**config.mk**
```make
export PLATFORM = sky130hd
export DESIGN_NAME = pong_renderer_flat
export DESIGN_NICKNAME = d
export VERILOG_FILES = /design/src/rtl/pong_pkg.sv /design/src/rtl/pong_renderer_if.sv /design/src/rtl/vga_timing.sv /design/src/rtl/pong_renderer.sv /design/src/flat_wrapper.sv
export SDC_FILE = /design/constraint.sdc
export NUM_CORES = 1
export LEC_CHECK = 0
export CORE_ASPECT_RATIO = 0.75
export CORE_MARGIN = 4
export CORE_UTILIZATION = 42
export CTS_BUF_LIST = sky130_fd_sc_hd__clkbuf_8
export DETAILED_ROUTE_END_ITERATION = 12
export GPL_ROUTABILITY_DRIVEN = 0
export GPL_TIMING_DRIVEN = 0
export SKIP_CTS_REPAIR_TIMING = 1
export SLEW_MARGIN = 10
export SYNTH_ARGS = -nofsm -noshare
export SYNTH_HDL_FRONTEND = slang
export SYNTH_SLANG_ARGS = --single-unit
```
**constraint.sdc**
```tcl
create_clock -name clk_0 -period 3.04 [get_ports clk_0]
set_input_delay 0.608 -clock clk_0 [delete_from_list [all_inputs] [get_ports clk_0]]
set_output_delay 0.608 -clock clk_0 [all_outputs]
set_load 0.005 [all_outputs]
```
**src/rtl/pong_pkg.sv**
```systemverilog
// Shared Pong constants: VGA 640x480@60 timing, object dimensions, reset
// positions, position payload type and the rectangle hit-test helper.
// Imported by the renderer, its timing generator and the game-logic stage.
package pong_pkg;

  localparam int unsigned H_VIDEO = 640;
  localparam int unsigned H_FP    = 16;
  localparam int unsigned H_SYNC  = 96;
  localparam int unsigned H_BP    = 48;
  localparam int unsigned V_VIDEO = 480;
  localparam int unsigned V_FP    = 10;
  localparam int unsigned V_SYNC  = 2;
  localparam int unsigned V_BP    = 33;

  localparam int unsigned H_TOTAL      = H_VIDEO + H_FP + H_SYNC + H_BP;
  localparam int unsigned V_TOTAL      = V_VIDEO + V_FP + V_SYNC + V_BP;
  localparam int unsigned H_SYNC_START = H_VIDEO + H_FP;
  localparam int unsigned H_SYNC_END   = H_SYNC_START + H_SYNC;
  localparam int unsigned V_SYNC_START = V_VIDEO + V_FP;
  localparam int unsigned V_SYNC_END   = V_SYNC_START + V_SYNC;

  localparam int unsigned SQUARE_WIDTH  = 16;
  localparam int unsigned PADDLE_WIDTH  = 12;
  localparam int unsigned PADDLE_HEIGHT = 96;
  localparam int unsigned NET_SIZE      = 12;

  localparam int unsigned NET_LEFT  = H_VIDEO / 2 - 6;
  localparam int unsigned NET_RIGHT = H_VIDEO / 2 + 5;

  localparam int unsigned COORD_W   = 10;
  localparam int unsigned NET_CNT_W = 4;

  typedef logic [COORD_W-1:0] coord_t;
  typedef logic [COORD_W:0]   coord_ext_t;

  typedef struct packed {
    coord_t x;
    coord_t y;
  } pos_t;

  localparam pos_t RST_SQUARE  = '{x: 10'd320, y: 10'd240};
  localparam pos_t RST_PADDLE1 = '{x: 10'd24,  y: 10'd191};
  localparam pos_t RST_PADDLE2 = '{x: 10'd603, y: 10'd191};

  // Rectangle hit test; one extra bit keeps pos + size from wrapping.
  function automatic logic hit(input coord_t h, input coord_t v, input pos_t p,
                               input int unsigned w, input int unsigned ht);
    coord_ext_t h_e, v_e, x_e, y_e;
    h_e = {1'b0, h};
    v_e = {1'b0, v};
    x_e = {1'b0, p.x};
    y_e = {1'b0, p.y};
    return (h_e >= x_e) && (h_e < x_e + coord_ext_t'(w)) &&
           (v_e >= y_e) && (v_e < y_e + coord_ext_t'(ht));
  endfunction

endpackage

```
**src/rtl/pong_renderer_if.sv**
```systemverilog
// Game-logic <-> renderer bus: object positions toward the renderer,
// VGA video/sync stream and frame tick back out.
//   master: game/board side (drives positions, receives video)
//   slave : renderer (receives positions, drives video)
interface pong_renderer_if;
  import pong_pkg::*;

  coord_t square_xpos;
  coord_t square_ypos;
  coord_t paddle1_xpos;
  coord_t paddle1_ypos;
  coord_t paddle2_xpos;
  coord_t paddle2_ypos;
  logic   hsync;
  logic   vsync;
  logic   video_on;
  logic   pixel;
  logic   frame_tick;

  modport master (
    output square_xpos, square_ypos, paddle1_xpos, paddle1_ypos,
           paddle2_xpos, paddle2_ypos,
    input  hsync, vsync, video_on, pixel, frame_tick
  );

  modport slave (
    input  square_xpos, square_ypos, paddle1_xpos, paddle1_ypos,
           paddle2_xpos, paddle2_ypos,
    output hsync, vsync, video_on, pixel, frame_tick
  );
endinterface

```
**src/rtl/vga_timing.sv**
```systemverilog
// VGA 640x480@60 raster counters with decoded sync/active/strobe terms.
//   clk_0, rst      : pixel clock, synchronous active-high reset
//   hcount, vcount  : registered raster position
//   *_c             : combinational decodes of the current position
module vga_timing
  import pong_pkg::*;
(
  input  logic   clk_0,
  input  logic   rst,
  output coord_t hcount,
  output coord_t vcount,
  output logic   hsync_c,
  output logic   vsync_c,
  output logic   video_on_c,
  output logic   frame_start_c,
  output logic   line_end_c,
  output logic   frame_end_c
);

  // Raster position counters.
  always_ff @(posedge clk_0) begin
    if (rst) begin
      hcount <= '0;
      vcount <= '0;
    end else if (line_end_c) begin
      hcount <= '0;
      vcount <= frame_end_c ? '0 : vcount + coord_t'(1);
    end else begin
      hcount <= hcount + coord_t'(1);
    end
  end

  // Decodes of the current position.
  always_comb begin
    line_end_c    = (hcount == coord_t'(H_TOTAL - 1));
    frame_end_c   = line_end_c && (vcount == coord_t'(V_TOTAL - 1));
    hsync_c       = !((hcount >= coord_t'(H_SYNC_START)) && (hcount < coord_t'(H_SYNC_END)));
    vsync_c       = !((vcount >= coord_t'(V_SYNC_START)) && (vcount < coord_t'(V_SYNC_END)));
    video_on_c    = (hcount < coord_t'(H_VIDEO)) && (vcount < coord_t'(V_VIDEO));
    frame_start_c = (hcount == '0) && (vcount == coord_t'(V_VIDEO));
  end

endmodule

```
**src/rtl/pong_renderer.sv**
```systemverilog
// Pong display stage: per-frame position snapshot, dashed net, object hit
// tests and a registered 1-bit pixel stream with aligned VGA syncs.
//   clk_0 : pixel clock (25.175 MHz)
//   rst   : synchronous active-high reset
//   bus   : positions in, hsync/vsync/video_on/pixel/frame_tick out
module pong_renderer
  import pong_pkg::*;
(
  input  logic           clk_0,
  input  logic           rst,
  pong_renderer_if.slave bus
);

  coord_t hcount, vcount;
  logic   hsync_c, vsync_c, video_on_c, frame_start_c, line_end_c, frame_end_c;

  vga_timing u_timing (
    .clk_0         (clk_0),
    .rst           (rst),
    .hcount        (hcount),
    .vcount        (vcount),
    .hsync_c       (hsync_c),
    .vsync_c       (vsync_c),
    .video_on_c    (video_on_c),
    .frame_start_c (frame_start_c),
    .line_end_c    (line_end_c),
    .frame_end_c   (frame_end_c)
  );

  pos_t square_q, paddle1_q, paddle2_q;

  // Shadow positions, refreshed once per frame at the start of vblank.
  always_ff @(posedge clk_0) begin
    if (rst) begin
      square_q  <= RST_SQUARE;
      paddle1_q <= RST_PADDLE1;
      paddle2_q <= RST_PADDLE2;
    end else if (frame_start_c) begin
      square_q  <= '{x: bus.square_xpos,  y: bus.square_ypos};
      paddle1_q <= '{x: bus.paddle1_xpos, y: bus.paddle1_ypos};
      paddle2_q <= '{x: bus.paddle2_xpos, y: bus.paddle2_ypos};
    end
  end

  logic [NET_CNT_W-1:0] net_line;
  logic                 net_on;

  // Net dash phase: toggles every NET_SIZE lines, restarts "on" each frame.
  always_ff @(posedge clk_0) begin
    if (rst || frame_end_c) begin
      net_line <= '0;
      net_on   <= 1'b1;
    end else if (line_end_c) begin
      if (net_line == NET_CNT_W'(NET_SIZE - 1)) begin
        net_line <= '0;
        net_on   <= !net_on;
      end else begin
        net_line <= net_line + NET_CNT_W'(1);
      end
    end
  end

  logic ball_c, pad1_c, pad2_c, net_c, pixel_c;

  // Object coverage at the current raster position.
  always_comb begin
    ball_c  = hit(hcount, vcount, square_q,  SQUARE_WIDTH, SQUARE_WIDTH);
    pad1_c  = hit(hcount, vcount, paddle1_q, PADDLE_WIDTH, PADDLE_HEIGHT);
    pad2_c  = hit(hcount, vcount, paddle2_q, PADDLE_WIDTH, PADDLE_HEIGHT);
    net_c   = net_on && (hcount >= coord_t'(NET_LEFT)) && (hcount <= coord_t'(NET_RIGHT));
    pixel_c = video_on_c && (ball_c || pad1_c || pad2_c || net_c);
  end

  // Output registers: one cycle behind the counters, mutually aligned.
  always_ff @(posedge clk_0) begin
    if (rst) begin
      bus.hsync      <= 1'b1;
      bus.vsync      <= 1'b1;
      bus.video_on   <= 1'b0;
      bus.pixel      <= 1'b0;
      bus.frame_tick <= 1'b0;
    end else begin
      bus.hsync      <= hsync_c;
      bus.vsync      <= vsync_c;
      bus.video_on   <= video_on_c;
      bus.pixel      <= pixel_c;
      bus.frame_tick <= frame_start_c;
    end
  end

endmodule

```
**src/flat_wrapper.sv**
```systemverilog
// flat-port wrapper written by rule: the top's interface ports become plain ports
module pong_renderer_flat import pong_pkg::*;
  (clk_0, rst, bus_square_xpos, bus_square_ypos, bus_paddle1_xpos, bus_paddle1_ypos, bus_paddle2_xpos, bus_paddle2_ypos, bus_hsync, bus_vsync, bus_video_on, bus_pixel, bus_frame_tick);
  pong_renderer_if bus_i ();
  input  logic clk_0;
  input  logic rst;
  input wire logic [$bits(bus_i.square_xpos)-1:0] bus_square_xpos;
  input wire logic [$bits(bus_i.square_ypos)-1:0] bus_square_ypos;
  input wire logic [$bits(bus_i.paddle1_xpos)-1:0] bus_paddle1_xpos;
  input wire logic [$bits(bus_i.paddle1_ypos)-1:0] bus_paddle1_ypos;
  input wire logic [$bits(bus_i.paddle2_xpos)-1:0] bus_paddle2_xpos;
  input wire logic [$bits(bus_i.paddle2_ypos)-1:0] bus_paddle2_ypos;
  output wire logic [$bits(bus_i.hsync)-1:0] bus_hsync;
  output wire logic [$bits(bus_i.vsync)-1:0] bus_vsync;
  output wire logic [$bits(bus_i.video_on)-1:0] bus_video_on;
  output wire logic [$bits(bus_i.pixel)-1:0] bus_pixel;
  output wire logic [$bits(bus_i.frame_tick)-1:0] bus_frame_tick;
  assign bus_i.square_xpos = bus_square_xpos;
  assign bus_i.square_ypos = bus_square_ypos;
  assign bus_i.paddle1_xpos = bus_paddle1_xpos;
  assign bus_i.paddle1_ypos = bus_paddle1_ypos;
  assign bus_i.paddle2_xpos = bus_paddle2_xpos;
  assign bus_i.paddle2_ypos = bus_paddle2_ypos;
  assign bus_hsync = bus_i.hsync;
  assign bus_vsync = bus_i.vsync;
  assign bus_video_on = bus_i.video_on;
  assign bus_pixel = bus_i.pixel;
  assign bus_frame_tick = bus_i.frame_tick;
  pong_renderer u_core (.clk_0(clk_0), .rst(rst), .bus(bus_i));
endmodule
```
==> metrics.cfg, run 1 <==
[layout]
areaGrowthSynthToFinish_pct = 16.86
final_util_pct = 50.87
layout.cells.non_filler = 1064
stdcell_area_mm2 = 0.007450
fin_nets = 1032
antenna_cells = 0
drive_gt1_share_pct = 4.977

[placement]
dp_hpwl_um = 13550
port_buffers = 66
dpl_worst_slack_ns = 0.3460
dpl_cell_area_mm2 = 0.007286
place_inst = 1048

[logic_synthesis]
synth-seq-cells = 90
synthCells = 782
synth_edf_count = 0
synthTopCellsByArea = dfxtp_1, ha_1, nand2_1
syn-num-nets = 955
seq_area_frac_synth_pct = 28.26
synth_cell_type_count = 55
synth_area_mm2 = 0.006375
async_flop_share_pct = 0
yosysTopAreaCell = dfxtp_1
yosysWarnings = 0
synthFlopType = dfxtp_1
synth_area_per_cell_um2 = 8.152
yosysTopAreaCellShare_pct = 28.26

[pwr]
ir_drop_mv = 0.1749
total_power_mw = 2.097
leakagePower_nw = 3.127
p_per_area_mw_per_mm2 = 281.4

[run_status]
status = completed

[worst_hold_path]
min-delay-start = u_core.square_q[11]$_SDFFE_PP0P_
hold_path_class = reg2reg
whs_path_depth = 2
holdPathEnd = u_core.square_q[11]$_SDFFE_PP0P_

[worst_setup_path]
required_ns = 3.36
rr_startpoint = u_core.paddle2_q[12]$_SDFFE_PP0P_
path_max_fanout = 4
r2r_slack_ns = 0.30
critical_path_class = reg2reg
r2r-end = u_core.bus.pixel$_SDFF_PP0_
reg2reg_depth = 10
end_kind = register
crit_arrival_ns = 3.06
cp-start-kind = register
startpoint = u_core.paddle2_q[12]$_SDFFE_PP0P_

[floorplan]
core_mm2 = 0.01464
fp-row-count = 38
ios = 67
die_area_mm2 = 0.01723
start_util_pct = 43.53
fp.dieW_um = 150.3
die_y_um = 114.7

[clocking]
cts_tree = yes
clock_sinks = 90
cts_max_path_buffers = 2
clkTransAtPathRegs_ns = 0.10
numCtsBuffers = 9
cts_htree_levels = 3
clk_root_buffer_cell = clkbuf_8
worstSkewPairLatency_ns = 0.39

[detailed_routing]
drc_errors = 0
ant_nets = 0
drt-total-wl_um = 17300
initialDrtViolationCount = 343
firstDrtPassIters = 5
vias = 5706
avgRoutedWirePerCell_um = 16.26
vias_per_cell = 5.363

[grt]
grt_pass1_vias = 5691
antenna_found_initial = 0
grt_pass1_wl_um = 28450
track_usage_pct = 20.89
grt_start_max_net_pins = 15
gr-total-overflow = 0

[timing]
period_minus_slack_ns = 2.744
rsz0062_at_grt = no
slew_headroom_pct = 50.39
finalCritPeriodShare_pct = 90.26
holdWs_ns = 0.4599
tightestPinTransition_ns = 0.7441
hold_violations = 0
finClkSkew_ns = 0.01129
final.setup.worst_slack_ns = 0.2962
drv_slew = 0
setup_viol = 0
setup_tns_ns = 0
max_freq_mhz = 364.5

[run]
cap_violations = 0

## cell families after synthesis
family / after synthesis / share of synthesized area (%)
compound gates: 181 / 17.96
buf+inv: 92 / 6.143
flops: 90 / 28.26
simple gates: 265 / 19.90
mux: 2 / 0.3140
xor+xnor: 41 / 5.633
fa+ha+maj: 111 / 21.79
## synth_stat cells (10+ instances only)
cell type  instances
ha_1             111
nand4_1           10
xor2_1            14
nor2b_1           10
nor2_1            40
o21ai_0           28
dfxtp_1           90
inv_1             63
o211ai_1          32
a21oi_1           74
xnor2_1           27
nor3_1            13
nand3_1           26
nand2_1          129
clkbuf_1          11
## metal layers
| metal | global-route usage (%) | up-vias | wire, µm |
|---|---|---|---|
| li1 | - | 2908 | - |
| met1 | 29.21 | 2611 | 8540 |
| met2 | 32.34 | 158 | 7412 |
| met3 | 4.828 | 29 | 1051 |
| met4 | 5.728 | 0 | 299 |
| met5 | 0 | - | 0 |
## cell type report
class	instances	area, µm²
fill	1439	7194
multi-input combinational	600	4182
sequential	90	1802
timing repair buffer	66	660.6
tap	200	250.2
inverter	63	236.5
buffer	29	155.1
clock buffer	9	123.9
clock inverter	7	40.04
## how the worst max path moves through the flow
| stage | endpoint | cells past startpoint |
|---|---|---|
| final | u_core.bus.pixel$_SDFF_PP0_ | 10 |
| after global routing | u_core.bus.pixel$_SDFF_PP0_ | 8 |
| after CTS | u_core.bus.pixel$_SDFF_PP0_ | 10 |
| after detailed placement | u_core.bus.pixel$_SDFF_PP0_ | 9 |
| after global placement | u_core.bus.pixel$_SDFF_PP0_ | 9 |
| after floorplan | u_core.bus.pixel$_SDFF_PP0_ | 8 |
## registers in the layout, summed over array words and instances (netlist names), 4 cells and up
| register | count |
|---|---|
| u_core.paddle2_q | 20 |
| u_core.square_q | 20 |
| u_core.u_timing.vcount | 10 |
| u_core.u_timing.hcount | 10 |
| u_core.paddle1_q | 20 |
| u_core.net_line | 4 |
## cells in the final DEF (no fill, tap or decap), types with 2 or more instances in the layout
master	synthesis	routed
nor2_1	40	40
clkinvlp_4	0	2
a211oi_1	7	7
nor3b_1	2	2
buf_2	9	9
a2111oi_0	2	2
and4_1	2	2
nand2_1	129	129
o21ai_1	2	2
o31ai_1	4	4
nor4_1	4	4
and3_1	2	2
a31oi_1	2	2
o2111ai_1	7	7
ha_1	111	111
inv_1	63	66
clkbuf_1	11	11
nand3_1	26	26
xor2_1	14	14
nand2b_1	9	9
mux2i_1	2	2
clkbuf_8	0	9
a221oi_1	2	2
o21bai_1	2	2
clkdlybuf4s50_1	0	66
nor3_1	13	13
nor4b_2	2	2
or3_1	5	5
nor2b_1	10	10
a21o_1	9	9
dfxtp_1	90	90
o211ai_1	32	32
o21ai_0	28	28
buf_4	7	7
xnor2_1	27	27
o311ai_0	2	2
a21oi_1	74	74
nand4_1	10	10
o21a_1	2	2
## worst max-delay path, cell delays in order (launching register included)
cell	delay (ns)
dfxtp_1	0.40
inv_1	0.10
ha_1	0.25
nor3_1	0.30
xnor2_1	0.17
ha_1	0.27
a21o_1	0.17
a211oi_1	0.23
a21oi_1	0.10
nor4b_1	0.47
or3_1	0.23
## where the power goes
part           internal (mW)  leakage, nW  switching, mW  total, mW
clock network          0.288       0.0890          0.452      0.740
registers               1.18        0.727        0.00787       1.19
logic                 0.0998         2.31         0.0672      0.167
total                   1.57         3.13          0.527       2.10
(Power assumes the default switching activity.)
==> run 2: changes to the inputs <==
--- a/config.mk
+++ b/config.mk
@@ -5,7 +5,7 @@
 export SDC_FILE = /design/constraint.sdc
 export NUM_CORES = 1
 export LEC_CHECK = 0
-export CORE_ASPECT_RATIO = 0.75
+export CORE_ASPECT_RATIO = 0.7
 export CORE_MARGIN = 4
 export CORE_UTILIZATION = 42
 export CTS_BUF_LIST = sky130_fd_sc_hd__clkbuf_8
==> metrics.cfg, run 2 (synthesis results as in run 1) <==
[worst_setup_path]
path_max_fanout = 10  ; was 4
end_kind = register  ; unchanged
r2r-end = u_core.bus.pixel$_SDFF_PP0_  ; unchanged
cp-start-kind = register  ; unchanged
rr_startpoint = u_core.u_timing.vcount[7]$_SDFFE_PP0N_  ; was u_core.paddle2_q[12]$_SDFFE_PP0P_
critical_path_class = reg2reg  ; unchanged
crit_arrival_ns = 3.04  ; was 3.06 ns
r2r_slack_ns = 0.24  ; was 0.30 ns
required_ns = 3.28  ; was 3.36 ns
reg2reg_depth = 8  ; was 10

[floorplan]
die_y_um = 111.1  ; was 114.7 µm
die_area_mm2 = 0.01724  ; was 0.01723 mm²
start_util_pct = 43.17  ; was 43.53%
fp.dieW_um = 155.3  ; was 150.3 µm
fp-row-count = 37  ; was 38
core_mm2 = 0.01477  ; was 0.01464 mm²
ios = 67  ; unchanged

[timing]
setup_tns_ns = 0  ; unchanged
setup_viol = 0  ; unchanged
finalCritPeriodShare_pct = 92.17  ; was 90.26%
period_minus_slack_ns = 2.802  ; was 2.744 ns
drv_slew = 0  ; unchanged
hold_violations = 0  ; unchanged
max_freq_mhz = 356.9  ; was 364.5 MHz
tightestPinTransition_ns = 0.7740  ; was 0.7441 ns
slew_headroom_pct = 48.40  ; was 50.39%
final.setup.worst_slack_ns = 0.2380  ; was 0.2962 ns
finClkSkew_ns = 0.01293  ; was 0.01129 ns
rsz0062_at_grt = no  ; unchanged
holdWs_ns = 0.4546  ; was 0.4599 ns

[clocking]
numCtsBuffers = 9  ; unchanged
cts_tree = yes  ; unchanged
clock_sinks = 90  ; unchanged
clkTransAtPathRegs_ns = 0.09  ; was 0.10 ns
worstSkewPairLatency_ns = 0.36  ; was 0.39 ns
clk_root_buffer_cell = clkbuf_8  ; unchanged
cts_htree_levels = 3  ; unchanged
cts_max_path_buffers = 2  ; unchanged

[pwr]
p_switching_uw = 513.5  ; was 526.7 µW
p_clk_share_pct = 38.7  ; was 35.3%
ir_drop_mv = 0.1697  ; was 0.1749 mV
combPwrFrac_pct = 7.6  ; was 8.0%
total_power_mw = 2.217  ; was 2.097 mW
sw_frac_of_total_pct = 23.16  ; was 25.12%
internal-power_mw = 1.703  ; was 1.570 mW
leakagePower_nw = 3.141  ; was 3.127 nW
p_per_area_mw_per_mm2 = 296.2  ; was 281.4 mW/mm²
seqPwrFrac_pct = 53.7  ; was 56.7%

[detailed_routing]
drc_errors = 0  ; unchanged
initialDrtViolationCount = 246  ; was 343
firstDrtPassIters = 5  ; unchanged
vias = 5732  ; was 5,706
avgRoutedWirePerCell_um = 16.64  ; was 16.26 µm
ant_nets = 0  ; unchanged
drt-total-wl_um = 17620  ; was 17,300 µm
vias_per_cell = 5.413  ; was 5.363

[layout]
areaGrowthSynthToFinish_pct = 17.41  ; was 16.86%
final_common_cell = nand2_1  ; unchanged
antenna_cells = 0  ; unchanged
fin_nets = 1032  ; unchanged
drive_gt1_share_pct = 5.208  ; was 4.977%
top_regs = u_core.paddle1_q: 20 flops, u_core.paddle2_q: 20 flops, u_core.square_q: 20 flops  ; unchanged
mostFrequentLayoutCells = nand2_1, ha_1, dfxtp_1, a21oi_1, clkdlybuf4s50_1  ; was nand2_1, ha_1, dfxtp_1, a21oi_1
layout.cells.non_filler = 1059  ; was 1,064

[placement]
dp_hpwl_um = 13820  ; was 13,550 µm
port_buffers = 66  ; unchanged
dpl_worst_slack_ns = 0.3170  ; was 0.3460 ns
place_inst = 1043  ; was 1,048

[run]
cap_violations = 0  ; unchanged

[worst_hold_path]
holdPathEnd = u_core.square_q[2]$_SDFFE_PP0P_  ; was u_core.square_q[11]$_SDFFE_PP0P_
whs_path_depth = 2  ; unchanged
min-delay-start = u_core.square_q[2]$_SDFFE_PP0P_  ; was u_core.square_q[11]$_SDFFE_PP0P_
hold_path_class = reg2reg  ; unchanged

[grt]
antenna_found_initial = 0  ; unchanged
grt_pass1_vias = 5781  ; was 5,691
gr-total-overflow = 0  ; unchanged
track_usage_pct = 20.76  ; was 20.89%
grt_start_max_net_pins = 15  ; unchanged
grt_pass1_wl_um = 29040  ; was 28,450 µm

[run_status]
status = completed  ; unchanged

-- run 2: worst max-delay path, cell delays in order (launching register included) --
cell       delay [ns]
dfxtp_1          0.65
ha_1             0.34
a21o_1           0.17
a211oi_1         0.51
nor3b_2          0.36
a2111oi_4        0.08
o211ai_1         0.12
o21ai_1          0.07
or3_1            0.39
-- run 2: how the worst max path moves through the flow --
stage                                                      start                          end  slack [ns]  cells after the start
final                     u_core.u_timing.vcount[7]$_SDFFE_PP0N_  u_core.bus.pixel$_SDFF_PP0_        0.24                      8
after global routing      u_core.u_timing.vcount[7]$_SDFFE_PP0N_  u_core.bus.pixel$_SDFF_PP0_        0.05                      8
after CTS                 u_core.u_timing.vcount[7]$_SDFFE_PP0N_  u_core.bus.pixel$_SDFF_PP0_        0.29                      8
after detailed placement  u_core.u_timing.vcount[7]$_SDFFE_PP0N_  u_core.bus.pixel$_SDFF_PP0_        0.32                      8
after global placement    u_core.u_timing.vcount[7]$_SDFFE_PP0N_  u_core.bus.pixel$_SDFF_PP0_        0.42                      8
after floorplan           u_core.u_timing.vcount[7]$_SDFFE_PP0N_  u_core.bus.pixel$_SDFF_PP0_        0.91                      8
-- run 2: per-stage QoR --
step                area [µm²]  utilization, %
detailed placement        7279           49.29
global route              7485           50.68
finish                    7485           50.68
global placement          7279           49.29
floorplan                 6375               -
CTS                       7485           50.68
-- run 2: metal layers --
metal | wire [µm] | global-route usage (%) | share of wire [%] | up-vias
li1 | - | - | - | 2914
met2 | 7400 | 32.21 | 42 | 148
met4 | 247 | 4.257 | 1.4 | 0
met1 | 8929 | 29.96 | 51 | 2652
met3 | 1041 | 4.058 | 5.9 | 18
met5 | 0 | 0 | 0 | -
-- run 2: final cells by class --
type	count	area [µm²]
Buffer	29	155.1
Clock buffer	11	151.4
Clock inverter	5	53.80
Fill cell	1427	7283
Inverter	63	236.5
Multi-Input combinational cell	600	4182
Sequential cell	90	1802
Tap cell	195	244.0
Timing Repair Buffer	66	660.6
-- run 2: power groups by stage --
| stage | combinational, mW | sequential [mW] | clock (mW) |
|---|---|---|---|
| after floorplan | 0.0611 | 1.21 | 0 |
| after detailed placement | 0.167 | 1.22 | 0 |
| after global placement | 0.163 | 1.22 | 0 |
| after global routing | 0.182 | 1.19 | 0.932 |
| final | 0.169 | 1.19 | 0.858 |
| after CTS | 0.169 | 1.19 | 0.884 |
==> run 3: changes to the inputs <==
--- a/config.mk
+++ b/config.mk
@@ -13,7 +13,7 @@
 export GPL_ROUTABILITY_DRIVEN = 0
 export GPL_TIMING_DRIVEN = 0
 export SKIP_CTS_REPAIR_TIMING = 1
-export SLEW_MARGIN = 10
+export SLEW_MARGIN = 20
 export SYNTH_ARGS = -nofsm -noshare
 export SYNTH_HDL_FRONTEND = slang
 export SYNTH_SLANG_ARGS = --single-unit
==> results of run 3 <==
Final layout, timing and power as in run 2 (identical DEF).
